### src/rtl/legup_skid_pkg.sv
// Shared types and constants for the legup_skid_register pipeline stage.
package legup_skid_pkg;

  typedef enum logic [1:0] {
    EMPTY = 2'd0,
    BUSY  = 2'd1,
    FULL  = 2'd2
  } skid_state_t;

  localparam int unsigned STALL_CNT_W = 16;

endpackage : legup_skid_pkg

### src/rtl/legup_skid_stall_counter.sv
// Saturating event counter: counts cycles with inc high and sticks at all-ones.
module legup_skid_stall_counter
  import legup_skid_pkg::*;
#(
  parameter int unsigned width = STALL_CNT_W
) (
  input  logic             clk,
  input  logic             reset,
  input  logic             inc,
  output logic [width-1:0] count
);

  always_ff @(posedge clk) begin
    if (reset) begin
      count <= '0;
    end else if (inc && (count != '1)) begin
      count <= count + 1'b1;
    end
  end

endmodule : legup_skid_stall_counter

### src/rtl/legup_skid_register.sv
// Valid/ready pipeline stage with a two-entry skid buffer; handshake outputs decode from state only.
// Optional stall counter port enabled by defining LEGUP_SKID_STALL_CNT_EN.
module legup_skid_register
  import legup_skid_pkg::*;
#(
  parameter int unsigned     width      = 32,
  parameter logic [width-1:0] init_value = '0
) (
  input  logic             clk,
  input  logic             reset,
  input  logic             in_valid,
  output logic             in_ready,
  input  logic [width-1:0] in_data,
  output logic             out_valid,
  input  logic             out_ready,
  output logic [width-1:0] out_data
`ifdef LEGUP_SKID_STALL_CNT_EN
  ,
  output logic [STALL_CNT_W-1:0] stall_count
`endif
);

  skid_state_t      state, state_n;
  logic [width-1:0] main_q, skid_q;
  logic             in_acc, out_acc;
  logic             load_main, load_skid, main_from_skid;

  assign in_ready  = (state != FULL);
  assign out_valid = (state != EMPTY);
  assign out_data  = main_q;

  assign in_acc  = in_valid && in_ready;
  assign out_acc = out_valid && out_ready;

  always_ff @(posedge clk) begin
    if (reset) begin
      state <= EMPTY;
    end else begin
      state <= state_n;
    end
  end

  always_comb begin
    state_n        = state;
    load_main      = 1'b0;
    load_skid      = 1'b0;
    main_from_skid = 1'b0;
    case (state)
      EMPTY: begin
        if (in_acc) begin
          state_n   = BUSY;
          load_main = 1'b1;
        end
      end
      BUSY: begin
        if (in_acc && out_acc) begin
          load_main = 1'b1;
        end else if (in_acc) begin
          state_n   = FULL;
          load_skid = 1'b1;
        end else if (out_acc) begin
          state_n = EMPTY;
        end
      end
      FULL: begin
        if (out_acc) begin
          state_n        = BUSY;
          load_main      = 1'b1;
          main_from_skid = 1'b1;
        end
      end
      default: state_n = EMPTY;
    endcase
  end

  always_ff @(posedge clk) begin
    if (reset) begin
      main_q <= init_value;
      skid_q <= init_value;
    end else begin
      if (load_main) begin
        main_q <= main_from_skid ? skid_q : in_data;
      end
      if (load_skid) begin
        skid_q <= in_data;
      end
    end
  end

`ifdef LEGUP_SKID_STALL_CNT_EN
  legup_skid_stall_counter #(
    .width(STALL_CNT_W)
  ) u_stall_counter (
    .clk  (clk),
    .reset(reset),
    .inc  (out_valid && !out_ready),
    .count(stall_count)
  );
`endif

endmodule : legup_skid_register

### config.mk
export PLATFORM = sky130hd
export DESIGN_NAME = legup_skid_register
export DESIGN_NICKNAME = d
export VERILOG_FILES = /design/src/rtl/legup_skid_pkg.sv /design/src/rtl/legup_skid_stall_counter.sv /design/src/rtl/legup_skid_register.sv
export SDC_FILE = /design/constraint.sdc
export NUM_CORES = 1
export LEC_CHECK = 0
export ABC_AREA = 1
export CAP_MARGIN = 20
export CELL_PAD_IN_SITES_DETAIL_PLACEMENT = 1
export CELL_PAD_IN_SITES_GLOBAL_PLACEMENT = 1
export CORE_UTILIZATION = 32
export CTS_BUF_LIST = sky130_fd_sc_hd__clkbuf_4 sky130_fd_sc_hd__clkbuf_8
export CTS_CLUSTER_SIZE = 16
export DETAILED_ROUTE_END_ITERATION = 10
export PLACE_DENSITY_LB_ADDON = 0.1
export SYNTH_ARGS = -nofsm -noshare
export SYNTH_HDL_FRONTEND = slang
export SYNTH_HIERARCHICAL = 1
export SYNTH_SLANG_ARGS = --single-unit
export TNS_END_PERCENT = 20
### constraint.sdc
create_clock -name clk -period 1.45 [get_ports clk]
set_clock_uncertainty 0.2 [all_clocks]
set_input_delay 0.29 -clock clk [delete_from_list [all_inputs] [get_ports clk]]
set_output_delay 0.29 -clock clk [all_outputs]
set_load 0.05 [all_outputs]
==> impl_metrics.json <==
{
  "final_antenna_net_count": 0,
  "rows": 34,
  "status": "finished with violations",
  "grt_use_met2_pct": 36.89,
  "cts_tree": "yes",
  "max-vdd-ir-drop_mv": 0.5835,
  "finalSetupViolCount": 67,
  "clk_pin_slew_ps": 70,
  "slew_headroom_pct": 81.37,
  "synthMuxAreaShare_pct": 0,
  "synth_seq_area_share_pct": 45.60,
  "grt_pass1_vias": 3221,
  "timing.fmax_mhz": 600.6,
  "cp_top_family": "simple AND/OR/NAND/NOR gates",
  "seq_power_share_pct": 43.6,
  "final_hold_viol_count": 0,
  "drive_gt1_share_pct": 27.25,
  "hpwlAfterDp_um": 6523,
  "timing.rr.start": "state[1]",
  "dp_cells": 591,
  "final_cell_mix": "nand2_1, dfxtp_1, nor2_1",
  "combinationalPowerShare_pct": 25.4,
  "synth_top_family_by_area": "simple AND/OR/NAND/NOR gates",
  "drc": 0,
  "grt.total_usage_pct": 21.03,
  "synth-simple-area-share_pct": 35.75,
  "ys_types": 15,
  "crit_chain": "buf_6 > buf_6 > nor2_4 > nand2_4 > nand2_4 > buf_12 > nand2_1 > a21oi_1",
  "dr_total_vias": 3210,
  "final_nets": 541,
  "area_growth_pct": 64.34,
  "cts-root-buf": "clkbuf_8",
  "drt_first_iter_violations": 103,
  "cts_made_buffers": 9,
  "initial_core_util_pct": 33.07,
  "cap_viol_max_count": 0,
  "wl_um": 10460,
  "r2r_setup_slack_ps": -210,
  "synth-adder-area-share_pct": 0,
  "p_switching_mw": 1.408,
  "pwr-share-clk_pct": 30.9,
  "swShare_pct": 30.66,
  "period_share_pct": 114.8,
  "synthCells": 413,
  "setup_slack_ps": -214.9,
  "netlist_area_um2": 2898,
  "failed_checks": "negative setup slack",
  "clk_latency_ps": 350,
  "grt_max_degree": 24,
  "synth_nets": 449,
  "grt_util_met3_pct": 4.460,
  "max_stage_delay_ps": 330,
  "cts-htree-levels": 3,
  "crit_start": "state[1]",
  "dieArea_um2": 9440,
  "clock_path_buffers": 2,
  "core_um2": 8763,
  "synth_compound_area_share_pct": 11.40,
  "grt_setup_unrepaired": "yes",
  "wl_per_cell_um": 16.92,
  "port_buffers": 69,
  "yosysWarnings": 6,
  "start_kind": "register",
  "drv_slew": 0,
  "tightest_slew_ps": 279.5,
  "die_x_um": 97.16,
  "gp_congestion": 0.7605,
  "period_minus_slack_ps": 1665,
  "timing.rr.end": "out_data[13]",
  "p_int_mw": 3.185,
  "avgSynthCellArea_um2": 7.016,
  "worstPathRequired_ps": 1510,
  "timing.hold.ws_ps": 288.1,
  "stdcell_count": 618,
  "regArea_um2": 1324,
  "antenna_found_initial": 0,
  "crit_type": "register to register",
  "power.density_nw_per_um2": 964.5,
  "grt-busiest-layer": "met2",
  "cp.depth": 8,
  "hp-class": "register to register",
  "critPathCapture": "out_data[13]",
  "die_y_um": 97.16,
  "slowest_stage": "dfxtp_2",
  "multi_input_area_um2": 1503,
  "p_leak_nw": 1.974,
  "r2r_cells": 8,
  "whs_path_depth": 2,
  "grt_pass1_wl_um": 15810,
  "met1_usage_pct": 25.84,
  "final_common_cell": "nand2_1",
  "dr.pass1.iters": 4,
  "n_fill_cell": 1066,
  "worstPathMaxFanout": 13,
  "end_kind": "register",
  "gr-total-overflow": 0,
  "n_antenna_cell": 0,
  "cp_data_arrival_time_ps": 1720,
  "place_ws_ps": -469.2,
  "synth_xor_area_share_pct": 0,
  "cts.sinks": 66,
  "cp.buffers_inverters": 3,
  "io_pins": 70,
  "synth_seq_cells": 66,
  "viasPerCell": 5.194
}
==> cell type report <==
type	count	area share [%]
well taps	108	2.838
multi-input cells	303	31.56
inverters	7	0.7094
clock buffers	13	3.363
clock inverters	3	0.3153
flip-flops and latches	66	27.80
repair buffers	118	33.42
==> tightest hold or removal path, cell delays in order, from the launching register on <==
cell and delay [ps]:
dfxtp_1 330, nor2_1 50, nor2_1 80
==> flip-flops by register name (all words and copies together) (netlist names) <==
signal,count
state,2
skid_q,32
out_data,32
==> layer usage <==
metal  vias to the layer above  wire [um]
li1                       1558          -
met4                         0        143
met1                      1585       4792
met3                        10        274
met2                        57       5248
met5                         -          0
==> cell usage after synthesis <==
cell	n	area share [%]
nand4_1	31	6.7
nor2_1	66	8.5
nor2_4	1	0.39
a21oi_1	33	5.7
clkbuf_1	17	2.2
o21ai_0	33	5.7
nand3_2	2	0.69
buf_2	12	2.1
nand2_1	100	13
nand3_1	35	6.0
nand2_2	2	0.43
buf_4	8	2.1
inv_2	3	0.39
dfxtp_1	66	46
inv_1	4	0.52
==> worst min path at each step <==
stage / startpoint / end / slack (ps)
2_1_floorplan: in_data[0] / skid_q[0] / 250
3_3_place_gp: skid_q[14] / skid_q[14] / 260
3_5_place_dp: skid_q[6] / skid_q[6] / 280
4_1_cts: skid_q[6] / skid_q[6] / 290
5_1_grt: skid_q[6] / skid_q[6] / 300
6_report: skid_q[8] / skid_q[8] / 290
==> stage by stage <==
step	total power, mW	TNS [ps]	instance area (um2)	utilization (%)
after global routing	4.784	-11700	4762	54.34
after CTS	4.536	-7056	4538	51.78
after floorplan	2.524	-176.1	2898	-
final	4.593	-7179	4762	54.34
after detailed placement	3.103	-26700	4253	48.53
after global placement	3.081	-24260	4253	48.53
==> what timing repair did <==
action,4_1_cts,5_1_grt
gates cloned,1,4
hold buffers,0,0
pin swaps,1,4
setup buffers,5,1
setup endpoints to repair,66,68
resized for setup,16,60
==> cell families after synthesis <==
group,count (synthesis)
AOI/OAI and AO/OA,66
buffers and inverters,44
DFF,66
and+or+nand+nor,237
==> power by group through the flow <==
stage	combinational, mW	sequential, mW	clock, mW
CTS	1.09	2.00	1.45
global route	1.24	2.01	1.53
global placement	1.05	2.04	0
detailed placement	1.06	2.04	0
finish	1.17	2.00	1.42
floorplan	0.325	2.20	0
Power figures use the tool's default switching activity.
